<file path="src/rtl/ula_pkg.sv">
// Shared opcodes, FSM state encoding and flag bit positions for the sequential ALU.
package ula_pkg;

  localparam logic [2:0] OP_ADD = 3'b000;
  localparam logic [2:0] OP_SUB = 3'b001;
  localparam logic [2:0] OP_AND = 3'b010;
  localparam logic [2:0] OP_OR  = 3'b011;
  localparam logic [2:0] OP_XOR = 3'b100;
  localparam logic [2:0] OP_NOT = 3'b101;
  localparam logic [2:0] OP_MUL = 3'b110;
  localparam logic [2:0] OP_DIV = 3'b111;

  typedef enum logic [1:0] {
    OCIOSO = 2'd0,
    MULT   = 2'd1,
    DIVI   = 2'd2
  } estado_t;

  localparam int unsigned NUM_FLAGS = 4;
  localparam int unsigned FLAG_Z    = 3;
  localparam int unsigned FLAG_N    = 2;
  localparam int unsigned FLAG_C    = 1;
  localparam int unsigned FLAG_V    = 0;

endpackage

</file>
<file path="src/rtl/ula_muldiv.sv">
// Iterative unsigned shift-add multiplier / restoring divider, one bit per step.
// The *_next_c outputs are the register values after the current step.
module ula_muldiv #(
  parameter int unsigned W = 16
) (
  input  logic         clk,
  input  logic         rst,
  input  logic         load,
  input  logic         step,
  input  logic         mode,
  input  logic [W-1:0] a,
  input  logic [W-1:0] b,
  output logic [W-1:0] lo_next_c,
  output logic [W-1:0] hi_next_c,
  output logic         last_c
);

  localparam int unsigned CW = $clog2(W + 1);

  logic [W-1:0]  hi_q;
  logic [W-1:0]  lo_q;
  logic [W-1:0]  opr_q;
  logic          mode_q;
  logic [CW-1:0] cnt_q;

  logic [W:0] sum_c;
  logic [W:0] shifted_c;
  logic [W:0] diff_c;

  // hi/lo hold {partial product, multiplier} for MUL and {remainder, quotient} for DIV
  always_comb begin
    sum_c     = {1'b0, hi_q} + (lo_q[0] ? {1'b0, opr_q} : (W + 1)'(0));
    shifted_c = {hi_q, lo_q[W-1]};
    diff_c    = shifted_c - {1'b0, opr_q};
    if (mode_q) begin
      hi_next_c = diff_c[W] ? shifted_c[W-1:0] : diff_c[W-1:0];
      lo_next_c = {lo_q[W-2:0], ~diff_c[W]};
    end else begin
      hi_next_c = sum_c[W:1];
      lo_next_c = {sum_c[0], lo_q[W-1:1]};
    end
    last_c = step && (cnt_q == CW'(W - 1));
  end

  always_ff @(posedge clk or posedge rst) begin
    if (rst) begin
      hi_q   <= '0;
      lo_q   <= '0;
      opr_q  <= '0;
      mode_q <= 1'b0;
      cnt_q  <= '0;
    end else if (load) begin
      hi_q   <= '0;
      lo_q   <= mode ? a : b;
      opr_q  <= mode ? b : a;
      mode_q <= mode;
      cnt_q  <= '0;
    end else if (step) begin
      hi_q  <= hi_next_c;
      lo_q  <= lo_next_c;
      cnt_q <= last_c ? '0 : cnt_q + CW'(1);
    end
  end

endmodule

</file>
<file path="src/rtl/ula_sequencial.sv">
// Sequential ALU: single-cycle ADD/SUB/logic, iterative unsigned MUL/DIV,
// registered results and {Z,N,C,V} flags held until the next completed op.
module ula_sequencial
  import ula_pkg::*;
#(
  parameter int unsigned Tamanho_Da_Palavra = 16
) (
  input  logic                          clk,
  input  logic                          rst,
  input  logic                          start,
  input  logic [2:0]                    op,
  input  logic [Tamanho_Da_Palavra-1:0] entradaTemp,
  input  logic [Tamanho_Da_Palavra-1:0] entradaAcc,
  output logic [Tamanho_Da_Palavra-1:0] resultado,
  output logic [Tamanho_Da_Palavra-1:0] resultadoAlto,
  output logic [NUM_FLAGS-1:0]          flags,
  output logic                          busy,
  output logic                          done
);

  localparam int unsigned W = Tamanho_Da_Palavra;

  estado_t        state_q, state_d;
  logic [W-1:0]   res_d, hi_d;
  logic [NUM_FLAGS-1:0] flags_d;
  logic           busy_d, done_d;

  logic           load_c, step_c, mode_c, last_c;
  logic [W-1:0]   lo_next_c, hi_next_c;

  logic [W:0]     sum_c, dif_c;
  logic [W-1:0]   alu_res_c;
  logic           alu_c_c, alu_v_c;
  logic           wr_c, c_c, v_c;

  ula_muldiv #(.W(W)) u_muldiv (
    .clk       (clk),
    .rst       (rst),
    .load      (load_c),
    .step      (step_c),
    .mode      (mode_c),
    .a         (entradaTemp),
    .b         (entradaAcc),
    .lo_next_c (lo_next_c),
    .hi_next_c (hi_next_c),
    .last_c    (last_c)
  );

  // Single-cycle result and carry/overflow; dif_c[W] is the unsigned borrow
  always_comb begin
    sum_c     = {1'b0, entradaTemp} + {1'b0, entradaAcc};
    dif_c     = {1'b0, entradaTemp} - {1'b0, entradaAcc};
    alu_res_c = '0;
    alu_c_c   = 1'b0;
    alu_v_c   = 1'b0;
    case (op)
      OP_ADD: begin
        alu_res_c = sum_c[W-1:0];
        alu_c_c   = sum_c[W];
        alu_v_c   = (entradaTemp[W-1] == entradaAcc[W-1]) && (sum_c[W-1] != entradaTemp[W-1]);
      end
      OP_SUB: begin
        alu_res_c = dif_c[W-1:0];
        alu_c_c   = dif_c[W];
        alu_v_c   = (entradaTemp[W-1] != entradaAcc[W-1]) && (dif_c[W-1] != entradaTemp[W-1]);
      end
      OP_AND:  alu_res_c = entradaTemp & entradaAcc;
      OP_OR:   alu_res_c = entradaTemp | entradaAcc;
      OP_XOR:  alu_res_c = entradaTemp ^ entradaAcc;
      OP_NOT:  alu_res_c = ~entradaTemp;
      default: alu_res_c = '0;
    endcase
  end

  always_comb begin
    state_d = state_q;
    res_d   = resultado;
    hi_d    = resultadoAlto;
    flags_d = flags;
    busy_d  = busy;
    done_d  = 1'b0;
    load_c  = 1'b0;
    step_c  = 1'b0;
    mode_c  = (op == OP_DIV);
    wr_c    = 1'b0;
    c_c     = 1'b0;
    v_c     = 1'b0;

    case (state_q)
      OCIOSO: begin
        if (start) begin
          if (op == OP_MUL) begin
            load_c  = 1'b1;
            busy_d  = 1'b1;
            state_d = MULT;
          end else if (op == OP_DIV && entradaAcc != '0) begin
            load_c  = 1'b1;
            busy_d  = 1'b1;
            state_d = DIVI;
          end else if (op == OP_DIV) begin
            // Divide by zero saturates the quotient and passes A through as remainder
            res_d  = '1;
            hi_d   = entradaTemp;
            v_c    = 1'b1;
            wr_c   = 1'b1;
            done_d = 1'b1;
          end else begin
            res_d  = alu_res_c;
            hi_d   = '0;
            c_c    = alu_c_c;
            v_c    = alu_v_c;
            wr_c   = 1'b1;
            done_d = 1'b1;
          end
        end
      end
      MULT, DIVI: begin
        step_c = 1'b1;
        if (last_c) begin
          res_d   = lo_next_c;
          hi_d    = hi_next_c;
          c_c     = (state_q == MULT) && (hi_next_c != '0);
          wr_c    = 1'b1;
          done_d  = 1'b1;
          busy_d  = 1'b0;
          state_d = OCIOSO;
        end
      end
      default: state_d = OCIOSO;
    endcase

    if (wr_c) begin
      flags_d[FLAG_Z] = (res_d == '0);
      flags_d[FLAG_N] = res_d[W-1];
      flags_d[FLAG_C] = c_c;
      flags_d[FLAG_V] = v_c;
    end
  end

  always_ff @(posedge clk or posedge rst) begin
    if (rst) begin
      state_q       <= OCIOSO;
      resultado     <= '0;
      resultadoAlto <= '0;
      flags         <= '0;
      busy          <= 1'b0;
      done          <= 1'b0;
    end else begin
      state_q       <= state_d;
      resultado     <= res_d;
      resultadoAlto <= hi_d;
      flags         <= flags_d;
      busy          <= busy_d;
      done          <= done_d;
    end
  end

endmodule

</file>
<file path="config.mk">
export PLATFORM = sky130hd
export DESIGN_NAME = ula_sequencial
export DESIGN_NICKNAME = d
export VERILOG_FILES = /design/src/rtl/ula_pkg.sv /design/src/rtl/ula_muldiv.sv /design/src/rtl/ula_sequencial.sv
export SDC_FILE = /design/constraint.sdc
export NUM_CORES = 1
export LEC_CHECK = 0
export ABC_CLOCK_PERIOD_IN_PS = 3300
export BUFFER_PORTS_ARGS = -buffer_cell sky130_fd_sc_hd__buf_2
export CAP_MARGIN = 15
export CORE_ASPECT_RATIO = 0.6
export CORE_UTILIZATION = 30
export CTS_CLUSTER_SIZE = 8
export DETAILED_ROUTE_END_ITERATION = 12
export PLACE_DENSITY = 0.45
export SLEW_MARGIN = 25
export SYNTH_ARGS = -nofsm -noshare
export SYNTH_HDL_FRONTEND = slang
export SYNTH_SLANG_ARGS = --single-unit
</file>
<file path="constraint.sdc">
create_clock -name clk -period 3.3 [get_ports clk]
set_input_delay 0.495 -clock clk [delete_from_list [all_inputs] [get_ports clk]]
set_output_delay 0.495 -clock clk [all_outputs]
set_load 0.005 [all_outputs]
</file>
==> results of run 1 <==
repair_timing:
action / in CTS / in global routing
endpoints found under the setup margin: 33 / 35
setup buffers: 10 / 8
resized for setup: 41 / 40
pin swaps: 16 / 19
power breakdown:
part	internal (W)	switching, W
combinational	0.00532	0.00611
clock	0.000543	0.000545
sequential	0.00171	0.000525
kinds of logic (layout without fill, tap and decap cells):
family	count (synthesis)	after routing	synth area share
AOI/OAI and AO/OA	462	462	0.313
and+or+nand+nor	377	377	0.186
buffers and inverters	167	487	0.0675
DFF	94	94	0.246
adders and majority gates	89	89	0.120
muxes	36	36	0.0386
xor gates and xnor gates	32	32	0.0293
other	0	2	0
flip-flops by register name, indices dropped and copies added (netlist names):
register and flops:
resultadoAlto 16, resultado 16, u_muldiv.hi_q 16, u_muldiv.lo_q 16, u_muldiv.opr_q 16, u_muldiv.cnt_q 5
flags 4, state_q 2, busy 1, done 1, u_muldiv.mode_q 1
synthesized netlist by cell type (19+ instances only):
cell type | n | share of area
a211oi_1 | 36 | 0.028
nor3_1 | 27 | 0.014
and2_1 | 22 | 0.014
o21ai_0 | 85 | 0.044
a21o_1 | 22 | 0.017
nand2_1 | 112 | 0.044
inv_1 | 91 | 0.036
dfrtp_1 | 94 | 0.25
a21oi_1 | 136 | 0.071
nor2_1 | 126 | 0.049
ha_1 | 85 | 0.11
xnor2_1 | 21 | 0.019
o22ai_1 | 22 | 0.014
o211ai_1 | 22 | 0.017
a31oi_1 | 19 | 0.012
nand3_1 | 20 | 0.010
mux2i_1 | 29 | 0.030
clkbuf_1 | 65 | 0.026
through the flow:
| stage | std cells | utilization | hold slack, ns | instance area [sq um] | worst slack [ns] |
|---|---|---|---|---|---|
| 2_1_floorplan | 1257 | - | 0.467 | 9570 | -0.271 |
| 3_3_place_gp | 1965 | 0.397 | 0.465 | 12400 | -0.527 |
| 3_5_place_dp | 1965 | 0.397 | 0.460 | 12400 | -0.559 |
| 4_1_cts | 1989 | 0.413 | 0.0919 | 12900 | -0.439 |
| 5_1_grt | 1993 | 0.419 | 0.111 | 13100 | -0.543 |
| 6_report | 1995 | 0.419 | 0.0879 | 13100 | -0.415 |
layout make-up:
class	instances	area (sq um)	area share
clock buffer	11	243	0.0185
antenna	2	5.00	0.000382
multi-input combinational	996	6850	0.522
timing repair buffer	379	2750	0.210
tap	416	520	0.0397
clock inverter	5	41.3	0.00315
sequential	94	2350	0.180
inverter	92	348	0.0265
worst max-delay path by stage:
stage / start / to
2_1_floorplan: u_muldiv.lo_q[15] / flags[1]
3_3_place_gp: u_muldiv.lo_q[15] / resultadoAlto[8]
3_5_place_dp: u_muldiv.lo_q[15] / flags[1]
4_1_cts: u_muldiv.lo_q[15] / flags[1]
5_1_grt: u_muldiv.lo_q[15] / flags[1]
6_report: u_muldiv.lo_q[15] / flags[1]
worst max-delay path: stages (launching register included):
cell	delay, ns
dfrtp_1	0.39
inv_2	0.08
ha_4	0.13
inv_2	0.03
fa_2	0.33
a21o_1	0.17
a21o_1	0.20
a221o_1	0.36
or4b_4	0.52
nand3_4	0.17
mux2i_2	0.25
a21oi_2	0.09
or4_4	0.53
nor4b_4	0.24
a21oi_1	0.10
routing by layer:
| layer | share of wire | wire [microns] | vias up | track usage |
|---|---|---|---|---|
| met5 | 0 | 0 | - | 0 |
| met4 | 0.0039 | 181 | 0 | 0.0255 |
| met3 | 0.12 | 5640 | 18 | 0.105 |
| met2 | 0.35 | 16300 | 577 | 0.336 |
| met1 | 0.53 | 24800 | 5341 | 0.487 |
| li1 | - | - | 5222 | - |
==> results.yml, run 1 <==
place:
  port_buffers: 75
  place.gp.congestion: 0.981
  dp_hpwl_microns: 38300
global_routing:
  grt.total_usage: 0.290
  grt_first_pass_wirelength_microns: 69300
  overflow: 0
  grt_max_degree: 71
  antenna_found_initial: 0
  grt_pass1_vias: 10300
sta:
  post-route-min-period_ns: 3.71
  worst_pin_slew_ns: 0.909
  clock.fmax_ghz: 0.269
  skew_ns: 0.0134
  timing.final.ws_setup_ns: -0.415
  fin_crit_sh: 1.13
  rsz0062_at_grt: "yes"
  relSlewSlack: 0.378
  tns_ns: -4.05
  setup_viol: 28
  hold_viol_final: 0
  report.final.slew_viol_count: 0
clocking:
  clock-sinks: 94
  max-clock-path-buffers: 2
  htree_levels: 3
  cts_made_buffers: 9
  clk_latency_ns: 0.38
  cts_tree: "built"
  postCtsHoldBufs: 0
  root_buffer: "clkbuf_16"
  clk_pin_slew_ns: 0.08
logic_synthesis:
  ys_ff_latch: 94
  synth_nets: 1384
  yosysWarnings: 0
  synth_ff_type: "dfrtp_1"
  synth_edf_count: 0
  synthDistinctLibCells: 78
  synth_area_sq_mm: 0.00956
  yosysSeqAreaShare: 0.246
  avgSynthCellArea_sq_um: 7.61
  synth-async-reset-ratio: 1.00
  syn_inst: 1257
hold_path:
  hold_class: "in2async"
route:
  drc_errors: 0
  wl_per_cell_microns: 23.5
  first_pass_iters: 5
  first_iter_violations: 1592
  antenna_left: 0
  drt-total-wl_microns: 46900
  via_count: 11200
  viasPerCell: 5.59
die:
  rows: 50
  dieArea_sq_mm: 0.0326
  core_area_sq_mm: 0.0313
  start_util: 0.306
  io_pins: 76
  dieWidth_microns: 232
  fp.dieH_microns: 140
critical_path:
  r2r-end: "flags[1]"
  crit_path_max_fanout: 7
  endpoint_kind: "flip-flop"
  worst-endpoint-arrival_ns: 3.97
  r2r_setup_slack_ns: -0.41
  reg2reg_from: "u_muldiv.lo_q[15]"
  crit_required_ns: 3.56
  startpoint_type: "flip-flop"
  crit_type: "reg2reg"
  worst-r2r-cell-count: 14
final_layout:
  final_common_cell: "buf_4"
  num-nets-final: 1699
  synthToLayoutAreaGrowth_pct: 37.1
  nFillCells: 3270
  final_cell_mix: "buf_4, nor2_1, a21oi_1"
  drive_above_1_share: 0.297
pwr:
  power.density_mw_per_mm2: 1130
  vdd_drop_max_v: 0.000591
  p_leak_nw: 6.14
  total_power_w: 0.0148
outcome:
  violations: "negative setup slack"
  status: "complete, but fails checks"
run:
  cap_violations: 0
Power figures use the tool's default switching activity.
==> run 2, diff against run 1 <==
Settings changed: BUFFER_PORTS_ARGS -buffer_cell sky130_fd_sc_hd__buf_2 to not set, DONT_BUFFER_PORTS set to 1, PLACE_DENSITY 0.45 to 0.43.
==> results.yml, run 2 (synthesized netlist as in run 1, its figures left out) <==
outcome:
  status: "complete, but fails checks"
  violations: "negative setup slack"
pwr:
  swShare: 0.485
  switchingPower_w: 0.00705
  power.density_mw_per_mm2: 1170
  p_seq_frac: 0.156
  p_int_w: 0.00747
  p_clk_frac: 0.079
  vdd_drop_max_v: 0.000451
  p_leak_nw: 5.60
  comb_power_share: 0.765
place:
  dp_hpwl_microns: 37100
  place.gp.congestion: 0.932
  port_buffers: 0
  place_area_sq_mm: 0.0116
critical_path:
  crit_type: "reg2reg"
  startpoint_type: "flip-flop"
  crit_chain: "inv_2, ha_4, inv_2, fa_2, a21o_1, a21o_1, a221o_1, or4b_4, buf_4, nand3_4, buf_6, a311o_1, a22o_1, nand4b_1, nor4b_4, a21oi_1"
  cp_num_buf_inv: 4
  worst-endpoint-arrival_ns: 3.92
  crit_path_max_fanout: 4
  worst-r2r-cell-count: 16
  r2r_setup_slack_ns: -0.36
  critPathTopFamily: "simple AND/OR/NAND/NOR gates"
  r2r-end: "flags[1]"
  slowest_delay_ns: 0.52
  crit_required_ns: 3.55
  endpoint_kind: "flip-flop"
  reg2reg_from: "u_muldiv.lo_q[15]"
  crit_path_top_delay_cell: "or4b_4"
final_layout:
  final_common_cell: "buf_4"
  final_cell_mix: "buf_4, a21oi_1, nor2_1"
  nFillCells: 3281
  num-nets-final: 1576
  antenna_cells: 0
  fin_area_sq_mm: 0.0124
  synthToLayoutAreaGrowth_pct: 29.3
  drive_above_1_share: 0.235
  fin_util: 0.395
die:
  fp.dieH_microns: 140
  rows: 50
  dieWidth_microns: 232
  io_pins: 76
  dieArea_sq_mm: 0.0326
  core_area_sq_mm: 0.0313
  start_util: 0.306
route:
  drt-total-wl_microns: 46400
  wl_per_cell_microns: 24.8
  via_count: 10700
  antenna_left: 0
  first_pass_iters: 5
  first_iter_violations: 1232
  drc_errors: 0
  viasPerCell: 5.71
sta:
  timing.final.ws_setup_ns: -0.365
  report.final.slew_viol_count: 0
  setup_viol: 26
  relSlewSlack: 0.336
  rsz0062_at_grt: "yes"
  fin_crit_sh: 1.11
  tns_ns: -3.70
  hold_viol_final: 0
  clock.fmax_ghz: 0.273
  post-route-min-period_ns: 3.66
  worst_pin_slew_ns: 0.994
  skew_ns: 0.0128
clocking:
  htree_levels: 3
  cts_made_buffers: 9
  clk_latency_ns: 0.38
  cts_tree: "built"
  root_buffer: "clkbuf_16"
  clock-sinks: 94
  clk_pin_slew_ns: 0.07
  max-clock-path-buffers: 2
global_routing:
  antenna_found_initial: 0
  grt.total_usage: 0.288
  grt_first_pass_wirelength_microns: 68300
  overflow: 0
  grt_pass1_vias: 9978
  grt_max_degree: 95
hold_path:
  hold_class: "in2async"
run:
  cap_violations: 0
==> run 2: changes by cell type in the layout (fill, tap and decap cells not counted), moves of 3 or more <==
| cell | delta |
|---|---|
| buf_4 | -45 |
| a21oi_1 | +5 |
| a21oi_4 | +3 |
| buf_2 | -75 |
| a21oi_2 | -8 |
| buf_6 | -3 |
==> run 2: cell type report <==
| cell class | count | area [sq um] | area share |
|---|---|---|---|
| Sequential cell | 94 | 2350 | 0.190 |
| Clock buffer | 11 | 243 | 0.0196 |
| Tap cell | 416 | 520 | 0.0421 |
| Inverter | 92 | 348 | 0.0281 |
| Multi-Input combinational cell | 997 | 6860 | 0.555 |
| Timing Repair Buffer | 255 | 1980 | 0.160 |
| Clock inverter | 5 | 63.8 | 0.00516 |
==> run 2: worst max path at each step <==
stage / from / end / slack [ns] / cells past startpoint
3_3_place_gp: u_muldiv.lo_q[15] / flags[1] / -0.40 / 14
3_5_place_dp: u_muldiv.lo_q[15] / flags[1] / -0.46 / 14
5_1_grt: u_muldiv.lo_q[15] / flags[1] / -0.48 / 14
2_1_floorplan: u_muldiv.lo_q[15] / flags[1] / -0.27 / 15
6_report: u_muldiv.lo_q[15] / flags[1] / -0.36 / 16
4_1_cts: u_muldiv.lo_q[15] / flags[1] / -0.36 / 14
==> run 2: timing repair <==
action,4_1_cts,5_1_grt
setup endpoints to repair,33,35
buffers inserted,8,9
gates cloned,1,0
pin swaps,12,12
hold buffers,0,0
resized for setup,39,40
==> run 2: power groups by stage <==
stage,clock network (W),registers [W],logic (W)
after floorplan,0,0.00207,0.00540
after global placement,0,0.00227,0.00955
after CTS,0.00117,0.00225,0.0102
after detailed placement,0,0.00225,0.00948
final,0.00114,0.00227,0.0111
after global routing,0.00122,0.00232,0.0120
==> run 2: per-stage QoR <==
stage / hold WS [ns] / setup WS [ns] / std cells / total power, W
after floorplan: 0.467 / -0.271 / 1257 / 0.00747
after global placement: 0.496 / -0.397 / 1839 / 0.0118
after detailed placement: 0.500 / -0.460 / 1839 / 0.0117
after CTS: 0.129 / -0.362 / 1863 / 0.0136
after global routing: 0.136 / -0.483 / 1870 / 0.0155
final: 0.0972 / -0.365 / 1870 / 0.0145
==> run 2: per-layer routing <==
metal	global-route usage	share of wire
met1	0.457	0.51
met2	0.327	0.34
met3	0.154	0.14
met4	0.0347	0.0072
met5	0	0
==> run 3, diff against run 2 <==
Settings changed: ABC_CLOCK_PERIOD_IN_PS 3300 to 3690, CORE_ASPECT_RATIO 0.6 to 1.1, PLACE_DENSITY 0.43 to 0.42.
Clock period 3.3 ns to 3.69 ns, I/O delays scaled along.
==> results.yml, run 3 (synthesized netlist as in run 1, its figures left out) <==
outcome:
  status: "complete, but fails checks"
  violations: "negative setup slack"
final_layout:
  fin_area_sq_mm: 0.0112
  num-nets-final: 1443
  antenna_cells: 0
  synthToLayoutAreaGrowth_pct: 16.7
  final_cell_mix: "a21oi_1, nor2_1, buf_4"
  fin_util: 0.355
  stdcell_count: 1740
  drive_above_1_share: 0.132
  final_common_cell: "a21oi_1"
route:
  drt-total-wl_microns: 40300
  wl_per_cell_microns: 23.1
  via_count: 9810
  antenna_left: 0
  drc_errors: 0
  viasPerCell: 5.64
  first_pass_iters: 6
  first_iter_violations: 651
global_routing:
  overflow: 0
  grt.total_usage: 0.253
  grt_max_degree: 70
  grt_pass1_vias: 9780
  antenna_found_initial: 0
  grt_first_pass_wirelength_microns: 61200
critical_path:
  critPathTopFamily: "simple AND/OR/NAND/NOR gates"
  crit_path_max_fanout: 8
  cp_num_buf_inv: 3
  crit_type: "reg2reg"
  worst-endpoint-arrival_ns: 4.13
  startpoint_type: "flip-flop"
  endpoint_kind: "flip-flop"
  slowest_delay_ns: 0.58
  crit_chain: "inv_2, ha_4, inv_2, fa_2, a21o_1, a21o_1, a221o_1, or4b_4, nand3_4, mux2i_1, a21oi_1, or4_4, nor4b_4, buf_4, a21oi_2"
  crit_path_top_delay_cell: "or4b_4"
  crit_required_ns: 3.92
place:
  place.gp.congestion: 0.891
  post-place-cells: 1717
  port_buffers: 0
  place_area_sq_mm: 0.0107
  dp_hpwl_microns: 31800
  pre_cts_ws_ns: -0.312
clocking:
  cts_made_buffers: 9
  postCtsHoldBufs: 0
  clock-sinks: 94
  cts_tree: "built"
  htree_levels: 3
  root_buffer: "clkbuf_16"
  clk_pin_slew_ns: 0.07
  clk_latency_ns: 0.36
  max-clock-path-buffers: 2
die:
  core_area_sq_mm: 0.0314
  dieArea_sq_mm: 0.0326
  rows: 68
  io_pins: 76
  start_util: 0.305
  dieWidth_microns: 172
  fp.dieH_microns: 189
sta:
  clock.fmax_ghz: 0.256
  report.final.slew_viol_count: 0
  skew_ns: 0.0130
  relSlewSlack: 0.370
  rsz0062_at_grt: "yes"
  hold_viol_final: 0
  post-route-min-period_ns: 3.90
  worst_pin_slew_ns: 0.942
  tns_ns: -0.211
  timing.final.ws_setup_ns: -0.211
  setup_viol: 1
  fin_crit_sh: 1.06
pwr:
  p_leak_nw: 4.91
  vdd_drop_max_v: 0.000323
  power.density_mw_per_mm2: 972
run:
  cap_violations: 0
hold_path:
  hold_class: "in2async"
run 3: cell count changes in the layout (fill, tap and decap cells not counted), moves of 4 or more:
cell | before | now
a211oi_1 | 31 | 36
a211oi_2 | 5 | 0
a21oi_1 | 125 | 134
a21oi_2 | 7 | 2
a21oi_4 | 4 | 0
buf_4 | 242 | 120
buf_6 | 11 | 1
o21ai_0 | 75 | 80
run 3: repair_timing:
item	in CTS	in global routing
gates cloned	0	0
buffers inserted	8	2
pin swaps	5	11
setup endpoints to repair	2	10
gates resized for setup	4	18
run 3: area by class of cell:
class                      instances  area, sq um
tap                              420          526
fill                            3384        20200
sequential                        94         2350
inverter                          92          348
clock buffer                      10          239
timing repair buffer             123          960
multi-input combinational        996         6650
clock inverter                     5         83.8
run 3: per-layer routing:
metal / part of all wire / wire [microns] / up-vias / track usage
met5: 0 / 0 / - / 0
met4: 0.043 / 1720 / 0 / 0.106
met3: 0.049 / 1960 / 62 / 0.0385
met2: 0.48 / 19300 / 288 / 0.422
met1: 0.43 / 17300 / 4758 / 0.321
li1: - / - / 4702 / -
run 3: power by group:
group	switching [W]	internal [W]
Sequential	0.000466	0.00153
Combinational	0.00439	0.00338
Clock	0.000457	0.000611
Total	0.00532	0.00553
run 3: worst paths after layout:
kind	start	end	slack, ns	depth (start not counted)
hold reg to reg	resultadoAlto[12]	resultadoAlto[12]	0.51	2
min in group clk	entradaAcc[0]	u_muldiv.lo_q[0]	0.34	2
setup reg to reg	u_muldiv.lo_q[15]	flags[1]	-0.21	15
setup / recovery	u_muldiv.lo_q[15]	flags[1]	-0.21	15
max in group asynchronous	rst	done	3.10	2
hold / removal	rst	u_muldiv.opr_q[1]	0.02	1
run 3: metrics by stage:
stage / hold slack (ns) / power (W)
CTS: 0.307 / 0.0107
finish: 0.0174 / 0.0108
floorplan: 0.467 / 0.00666
detailed placement: 0.504 / 0.00939
global route: 0.0156 / 0.0117
global placement: 0.496 / 0.00941
